[config.mk]
export PLATFORM = sky130hd
export DESIGN_NAME = mc_cpu_core_hs
export DESIGN_NICKNAME = d
export VERILOG_FILES = /design/src/rtl/mc_cpu_core_hs.sv
export SDC_FILE = /design/constraint.sdc
export NUM_CORES = 2
export LEC_CHECK = 0
export ABC_CLOCK_PERIOD_IN_PS = 47800
export BUFFER_PORTS_ARGS = -buffer_cell sky130_fd_sc_hd__buf_2
export CORE_MARGIN = 4
export CORE_UTILIZATION = 40
export CTS_CLUSTER_DIAMETER = 50
export CTS_CLUSTER_SIZE = 8
export DETAILED_ROUTE_END_ITERATION = 6
export PLACE_DENSITY = 0.57
export SLEW_MARGIN = 0
export SYNTH_ARGS = -nofsm -noshare
export SYNTH_HDL_FRONTEND = slang
export SYNTH_SLANG_ARGS = --single-unit
[constraint.sdc]
create_clock -name clk -period 47.8 [get_ports clk]
set_input_delay 7.17 -clock clk [delete_from_list [all_inputs] [get_ports clk]]
set_output_delay 7.17 -clock clk [all_outputs]
set_load 0.05 [all_outputs]
[src/rtl/mc_cpu_core_hs.sv]
`default_nettype none
`timescale 1ns/1ps
// ============================================================================
// Module   : mc_cpu_core_hs
// Purpose  : Multi-cycle MIPS-subset core (addu/subu/and/or/slt/jr, j, jal,
//            beq, addiu, lui, lw, sw) with a valid/ready memory handshake
//            to a unified instruction/data memory. Illegal instructions,
//            misaligned lw/sw addresses and memory timeouts all stop the
//            core in a sticky HALT state that holds until reset.
// Revision : 1.0 - initial release
// ----------------------------------------------------------------------------
// Parameters
//   RESET_PC      PC loaded on reset (word-aligned)
//   WAIT_TIMEOUT  max unacknowledged request cycles before halt, 0 = never
// Ports
//   clk, reset          clock, asynchronous active-high reset
//   mem_req/we/addr/wdata  request side, held until mem_ready
//   mem_ready/rdata     completion and read data from memory
//   pc_out              architectural PC
//   retire              pulse in the last cycle of each instruction
//   halt, halt_cause    sticky stop flag and cause (1 illegal, 2 misaligned,
//                       3 timeout)
// Optional build macro
//   MC_CORE_PERF_CNT_EN adds perf_cycles / perf_retired counters
// ============================================================================
module mc_cpu_core_hs #(
    parameter logic [31:0] RESET_PC     = 32'h0000_0000,
    parameter int unsigned WAIT_TIMEOUT = 16
) (
    input  logic        clk,
    input  logic        reset,
    output logic        mem_req,
    output logic        mem_we,
    output logic [31:0] mem_addr,
    output logic [31:0] mem_wdata,
    input  logic        mem_ready,
    input  logic [31:0] mem_rdata,
    output logic [31:0] pc_out,
    output logic        retire,
    output logic        halt,
`ifdef MC_CORE_PERF_CNT_EN
    output logic [31:0] perf_cycles,
    output logic [31:0] perf_retired,
`endif
    output logic [1:0]  halt_cause
);

    // ------------------------------------------------------------------
    // Encodings
    // ------------------------------------------------------------------
    localparam logic [5:0] c_op_rtype = 6'h00;
    localparam logic [5:0] c_op_j     = 6'h02;
    localparam logic [5:0] c_op_jal   = 6'h03;
    localparam logic [5:0] c_op_beq   = 6'h04;
    localparam logic [5:0] c_op_addiu = 6'h09;
    localparam logic [5:0] c_op_lui   = 6'h0F;
    localparam logic [5:0] c_op_lw    = 6'h23;
    localparam logic [5:0] c_op_sw    = 6'h2B;

    localparam logic [5:0] c_fn_jr    = 6'h08;
    localparam logic [5:0] c_fn_addu  = 6'h21;
    localparam logic [5:0] c_fn_subu  = 6'h23;
    localparam logic [5:0] c_fn_and   = 6'h24;
    localparam logic [5:0] c_fn_or    = 6'h25;
    localparam logic [5:0] c_fn_slt   = 6'h2A;

    localparam logic [1:0] c_cause_illegal = 2'd1;
    localparam logic [1:0] c_cause_align   = 2'd2;
    localparam logic [1:0] c_cause_timeout = 2'd3;

    localparam logic [31:0] c_wait_limit = WAIT_TIMEOUT[31:0];

    typedef enum logic [2:0] {
        S_FETCH  = 3'd0,
        S_DECODE = 3'd1,
        S_EXEC   = 3'd2,
        S_MEM    = 3'd3,
        S_WB     = 3'd4,
        S_HALT   = 3'd5
    } state_t;

    // ------------------------------------------------------------------
    // State
    // ------------------------------------------------------------------
    state_t      state_q, state_d;
    logic [31:0] pc_q,    pc_d;
    logic [31:0] ir_q,    ir_d;
    logic [31:0] mdr_q,   mdr_d;
    logic [31:0] a_q,     a_d;
    logic [31:0] b_q,     b_d;
    logic [31:0] alu_q,   alu_d;
    logic [1:0]  cause_q, cause_d;
    logic [31:0] wait_q,  wait_d;
    logic [31:0] rf_q [32];

    logic        w_rf_we;
    logic [4:0]  w_rf_waddr;
    logic [31:0] w_rf_wdata;

    // ------------------------------------------------------------------
    // Instruction fields
    // ------------------------------------------------------------------
    logic [5:0]  w_op, w_funct;
    logic [4:0]  w_rs, w_rt, w_rd;
    logic [31:0] w_sext;
    logic [31:0] w_jtarget;
    logic        w_is_r, w_is_jr, w_is_sw, w_legal;

    assign w_op      = ir_q[31:26];
    assign w_rs      = ir_q[25:21];
    assign w_rt      = ir_q[20:16];
    assign w_rd      = ir_q[15:11];
    assign w_funct   = ir_q[5:0];
    assign w_sext    = {{16{ir_q[15]}}, ir_q[15:0]};
    // pc_q already points past the jump when this is used
    assign w_jtarget = {pc_q[31:28], ir_q[25:0], 2'b00};
    assign w_is_r    = (w_op == c_op_rtype);
    assign w_is_jr   = w_is_r && (w_funct == c_fn_jr);
    assign w_is_sw   = (w_op == c_op_sw);

    always_comb begin
        w_legal = 1'b0;
        case (w_op)
            c_op_rtype: begin
                case (w_funct)
                    c_fn_jr, c_fn_addu, c_fn_subu,
                    c_fn_and, c_fn_or, c_fn_slt: w_legal = 1'b1;
                    default:                     w_legal = 1'b0;
                endcase
            end
            c_op_j, c_op_jal, c_op_beq, c_op_addiu,
            c_op_lui, c_op_lw, c_op_sw:          w_legal = 1'b1;
            default:                             w_legal = 1'b0;
        endcase
    end

    // ------------------------------------------------------------------
    // Shared ALU, operands taken from the A/B temporaries and IR
    // ------------------------------------------------------------------
    logic [31:0] w_alu;

    always_comb begin
        w_alu = a_q + w_sext;
        if (w_is_r) begin
            case (w_funct)
                c_fn_addu: w_alu = a_q + b_q;
                c_fn_subu: w_alu = a_q - b_q;
                c_fn_and:  w_alu = a_q & b_q;
                c_fn_or:   w_alu = a_q | b_q;
                c_fn_slt:  w_alu = {31'd0, ($signed(a_q) < $signed(b_q))};
                default:   w_alu = a_q + b_q;
            endcase
        end else if (w_op == c_op_lui) begin
            w_alu = {ir_q[15:0], 16'h0000};
        end
    end

    // ------------------------------------------------------------------
    // Memory handshake and timeout
    // ------------------------------------------------------------------
    logic w_in_mem;
    logic w_stall;
    logic w_timeout;

    assign w_in_mem  = (state_q == S_FETCH) || (state_q == S_MEM);
    assign w_stall   = w_in_mem && !mem_ready;
    // Fires on the stalled cycle that brings the count up to the limit
    assign w_timeout = (c_wait_limit != 32'd0) && w_stall &&
                       ((wait_q + 32'd1) == c_wait_limit);

    // ------------------------------------------------------------------
    // Next-state / datapath control
    // ------------------------------------------------------------------
    always_comb begin
        state_d    = state_q;
        pc_d       = pc_q;
        ir_d       = ir_q;
        mdr_d      = mdr_q;
        a_d        = a_q;
        b_d        = b_q;
        alu_d      = alu_q;
        cause_d    = cause_q;
        wait_d     = w_stall ? (wait_q + 32'd1) : 32'd0;
        w_rf_we    = 1'b0;
        w_rf_waddr = 5'd0;
        w_rf_wdata = 32'd0;

        case (state_q)
            S_FETCH: begin
                if (mem_ready) begin
                    ir_d    = mem_rdata;
                    pc_d    = pc_q + 32'd4;
                    state_d = S_DECODE;
                end else if (w_timeout) begin
                    cause_d = c_cause_timeout;
                    state_d = S_HALT;
                end
            end

            S_DECODE: begin
                a_d = rf_q[w_rs];
                b_d = rf_q[w_rt];
                if (!w_legal) begin
                    cause_d = c_cause_illegal;
                    state_d = S_HALT;
                end else if (w_op == c_op_j) begin
                    pc_d    = w_jtarget;
                    state_d = S_FETCH;
                end else if (w_op == c_op_jal) begin
                    pc_d       = w_jtarget;
                    w_rf_we    = 1'b1;
                    w_rf_waddr = 5'd31;
                    w_rf_wdata = pc_q;
                    state_d    = S_FETCH;
                end else begin
                    state_d = S_EXEC;
                end
            end

            S_EXEC: begin
                if (w_is_jr) begin
                    pc_d    = a_q;
                    state_d = S_FETCH;
                end else if (w_op == c_op_beq) begin
                    if (a_q == b_q) begin
                        pc_d = pc_q + {w_sext[29:0], 2'b00};
                    end
                    state_d = S_FETCH;
                end else if ((w_op == c_op_lw) || w_is_sw) begin
                    alu_d = w_alu;
                    if (w_alu[1:0] != 2'b00) begin
                        cause_d = c_cause_align;
                        state_d = S_HALT;
                    end else begin
                        state_d = S_MEM;
                    end
                end else begin
                    alu_d   = w_alu;
                    state_d = S_WB;
                end
            end

            S_MEM: begin
                if (mem_ready) begin
                    if (w_is_sw) begin
                        state_d = S_FETCH;
                    end else begin
                        mdr_d   = mem_rdata;
                        state_d = S_WB;
                    end
                end else if (w_timeout) begin
                    cause_d = c_cause_timeout;
                    state_d = S_HALT;
                end
            end

            S_WB: begin
                w_rf_we = 1'b1;
                if (w_is_r) begin
                    w_rf_waddr = w_rd;
                    w_rf_wdata = alu_q;
                end else if (w_op == c_op_lw) begin
                    w_rf_waddr = w_rt;
                    w_rf_wdata = mdr_q;
                end else begin
                    w_rf_waddr = w_rt;
                    w_rf_wdata = alu_q;
                end
                state_d = S_FETCH;
            end

            S_HALT: begin
                state_d = S_HALT;
            end

            // Unused encodings park the core rather than run on garbage
            default: begin
                state_d = S_HALT;
            end
        endcase
    end

    // ------------------------------------------------------------------
    // Registers
    // ------------------------------------------------------------------
    always_ff @(posedge clk or posedge reset) begin
        if (reset) begin
            state_q <= S_FETCH;
            pc_q    <= RESET_PC;
            ir_q    <= 32'd0;
            mdr_q   <= 32'd0;
            a_q     <= 32'd0;
            b_q     <= 32'd0;
            alu_q   <= 32'd0;
            cause_q <= 2'd0;
            wait_q  <= 32'd0;
        end else begin
            state_q <= state_d;
            pc_q    <= pc_d;
            ir_q    <= ir_d;
            mdr_q   <= mdr_d;
            a_q     <= a_d;
            b_q     <= b_d;
            alu_q   <= alu_d;
            cause_q <= cause_d;
            wait_q  <= wait_d;
        end
    end

    // $0 is never written, so it reads as its reset value of zero
    always_ff @(posedge clk or posedge reset) begin
        if (reset) begin
            for (int i = 0; i < 32; i++) begin
                rf_q[i] <= 32'd0;
            end
        end else if (w_rf_we && (w_rf_waddr != 5'd0)) begin
            rf_q[w_rf_waddr] <= w_rf_wdata;
        end
    end

    // ------------------------------------------------------------------
    // Outputs
    // ------------------------------------------------------------------
    logic w_retire;

    // The last cycle of an instruction is the one that hands back to FETCH.
    // For sw that is the cycle the store is accepted, so it follows mem_ready.
    assign w_retire = (state_q != S_FETCH) && (state_q != S_HALT) &&
                      (state_d == S_FETCH);

    // Gating with reset drops the request the moment reset is asserted and
    // keeps it low while reset is held, even though state sits in FETCH.
    assign mem_req    = w_in_mem && !reset;
    assign mem_we     = (state_q == S_MEM) && w_is_sw && !reset;
    assign mem_addr   = mem_req ? ((state_q == S_FETCH) ? pc_q : alu_q) : 32'd0;
    assign mem_wdata  = mem_we ? b_q : 32'd0;
    assign pc_out     = pc_q;
    assign retire     = w_retire;
    assign halt       = (state_q == S_HALT);
    assign halt_cause = cause_q;

`ifdef MC_CORE_PERF_CNT_EN
    logic [31:0] perf_cycles_q;
    logic [31:0] perf_retired_q;

    always_ff @(posedge clk or posedge reset) begin
        if (reset) begin
            perf_cycles_q  <= 32'd0;
            perf_retired_q <= 32'd0;
        end else begin
            if (state_q != S_HALT) begin
                perf_cycles_q <= perf_cycles_q + 32'd1;
            end
            if (w_retire) begin
                perf_retired_q <= perf_retired_q + 32'd1;
            end
        end
    end

    assign perf_cycles  = perf_cycles_q;
    assign perf_retired = perf_retired_q;
`endif

endmodule

`default_nettype wire

==> run metrics <==
outcome completed; die width 431 um; WHS Path Cells 0; # DRC 0; starting density of the core 40.2%; PortBufs approximately 140; Net Count, Synth around 7000; Gates resized, CTS repair 0; per-cell routed wire length ~28 um; Hold Buf Count CTS 0; maximum clock frequency ~58 MHz; Cell variety after synth 86; CP required 40.63 ns; Final min period roughly 17 ns; #FFs+latches synth roughly 1300; fillcell total 16700; dpl cells around 9000; TritonCTS Sinks ~1300; cell area after synthesis 71700 um^2; depth of the most critical reg-to-reg path 12; CORE AREA approximately 180000 um^2; Layout area overhead 11.2%; Pre-Repair DR Iteration Count 6; placer congestion estimate around 0.98; clk_lat worst skew around 0.84 ns; commonest cells after routing, fill and taps aside 1242 x dfrtp_1, 978 x nand2_1, 741 x o21ai_0, 640 x mux4_2, 622 x a21oi_1; total wire length approximately 250000 um; setup TNS 0 ns; Slew @ Worst Pin between 1 and 1.5 ns; sequential cell area fraction in the yosys report roughly 44%; Hold EP rf_q[1023]; H-Tree Depth 4; Post-CTS Setup Bufs 0; post-route ant nets 0; Finish-stage setup viols 0; Clock Tree Root clkbuf_16; Synth Flop Type dfrtp_1; via/cell ratio just over 6; Post-Layout Cell Count 9087; Crit Reg-Reg Endpoint rf_q[784]; global-route wire length before repair between 300000 and 400000 um; Crit Path Max Fanout 31; HP Start rf_q[1023]; Max transition margin 18.4%; gr ovfl total 0; total die area 186000 um^2; commonest non-fill, non-tap cell in the layout dfrtp_1; CTS clk-pin slew, worst paths roughly 0.05 ns; Max IR drop VDD about 0.025 mV; hpwl dp 161000 um; antenna violations before repair 9; total track usage a little over a quarter; CP Class primary input to primary output; Leakage 0.0324 uW; Post-synth EDFFs 0; Die Span Y about 430 um; row cnt around 160; CP endpoint kind primary output; CTS buffer count ~190; clk buf depth 3; r2r startpoint ir_q[27]; CTS tree yes; reg2reg setup slack a little over 40 ns; Mapped Cells 6853; final worst-path cycle share 35.8%; crit start category primary input; Final Skew between 0.04 and 0.05 ns; Iteration-0 DRC Markers about 5800; nets 6870; syn avg cell area about 10 um^2; largest net degree at the start of global routing 162; max-cap violations 0; max-slew violations 0; worst hold path type register to register; Synth warnings 0; io pins 137; cell area after layout 79800 um^2; asr flop ratio synth between 90% and 100%; Pwr per Cell Area roughly 30 nW/um^2; share of cells above drive strength 1 19.6%; DP Area 74300 um^2; number of global-route vias before repair ~55000; Hold Vio Cnt, Final 0; RSZ-0062 raised after global routing no; routed vias 56000; Worst EP arrival a little under 10 ns
-- registers in the layout, summed over array words and instances (netlist names) --
signal      count
rf_q         1024
wait_q         32
ir_q           32
halt_cause      2
b_q            32
pc_out         32
alu_q          32
state_q         3
mdr_q          32
a_q            32
-- final cells by class --
class	instances	area, um^2	area share [%]
diodes	2	5.00	0.00628
clock buffers	219	4990	6.25
clock inverters	29	463	0.580
inverters	130	495	0.621
multi-input cells	4830	37700	47.3
flip-flops and latches	1253	31400	39.4
well taps	2355	2950	3.69
repair buffers	269	1740	2.18
-- report_power, final --
| group | switching (uW) | total (uW) | internal (uW) |
|---|---|---|---|
| clock network | 490 | 1250 | 763 |
| logic | 33.2 | 39.8 | 6.57 |
| registers | 5.26 | 1070 | 1060 |
-- logic make-up after synthesis --
| kind of cell | Yosys count | share of synthesized area, % |
|---|---|---|
| flip-flops | 1253 | 43.7 |
| XOR/XNOR | 100 | 1.22 |
| buffers and inverters | 770 | 4.19 |
| multiplexers | 772 | 22.1 |
| AND/OR/NAND/NOR | 1952 | 11.5 |
| AO/OA/AOI/OAI | 1843 | 14.4 |
| adder cells (fa/ha/maj) | 163 | 2.89 |
-- critical path, cell delays in order --
cell and delay, ns:
buf_2 0.13, a211o_1 0.26, buf_4 0.23, inv_1 0.11
nand3_1 0.08, or4_1 0.39, nor4_1 0.28, o2111ai_1 0.18
or4b_1 0.66, and4_1 0.22, buf_2 0.21
-- Yosys cell counts, drive strengths merged, types with 61 or more instances --
library cell | n | area [um^2]
dfrtp | 1253 | 31400
nand2 | 982 | 3690
o21ai | 825 | 4130
a21oi | 654 | 3270
mux4 | 640 | 14400
nor2 | 599 | 2280
clkbuf | 492 | 1850
ha | 159 | 1990
buf | 148 | 669
inv | 130 | 488
nand3 | 74 | 370
mux2i | 69 | 691
mux2 | 63 | 709
nor3 | 61 | 349
-- stage by stage --
stage	total power, uW	setup WS, ns	hold WS (ns)	util, %
finish	2360	30.68	0.391	44.7
global placement	1130	30.79	0.376	41.6
CTS	2390	30.70	0.394	44.7
global route	2430	30.47	0.402	44.7
detailed placement	1130	30.70	0.382	41.6
floorplan	1110	1.80	0.441	-
-- worst max path at each step --
stage	endpoint	cells after the start	slack [ns]	start
after global routing	retire	11	30.47	mem_ready
after global placement	retire	11	30.79	mem_ready
after CTS	retire	11	30.70	mem_ready
after floorplan	mem_addr[0]	3	1.80	reset
final	retire	11	30.68	mem_ready
after detailed placement	retire	11	30.70	mem_ready
-- per-layer routing --
layer | track usage [%] | wire length (um)
met5 | 0 | 13
met1 | 36.8 | 104000
met2 | 42.7 | 117000
met4 | 12.0 | 12400
met3 | 5.14 | 19600
Power figures use the tool's default switching activity.
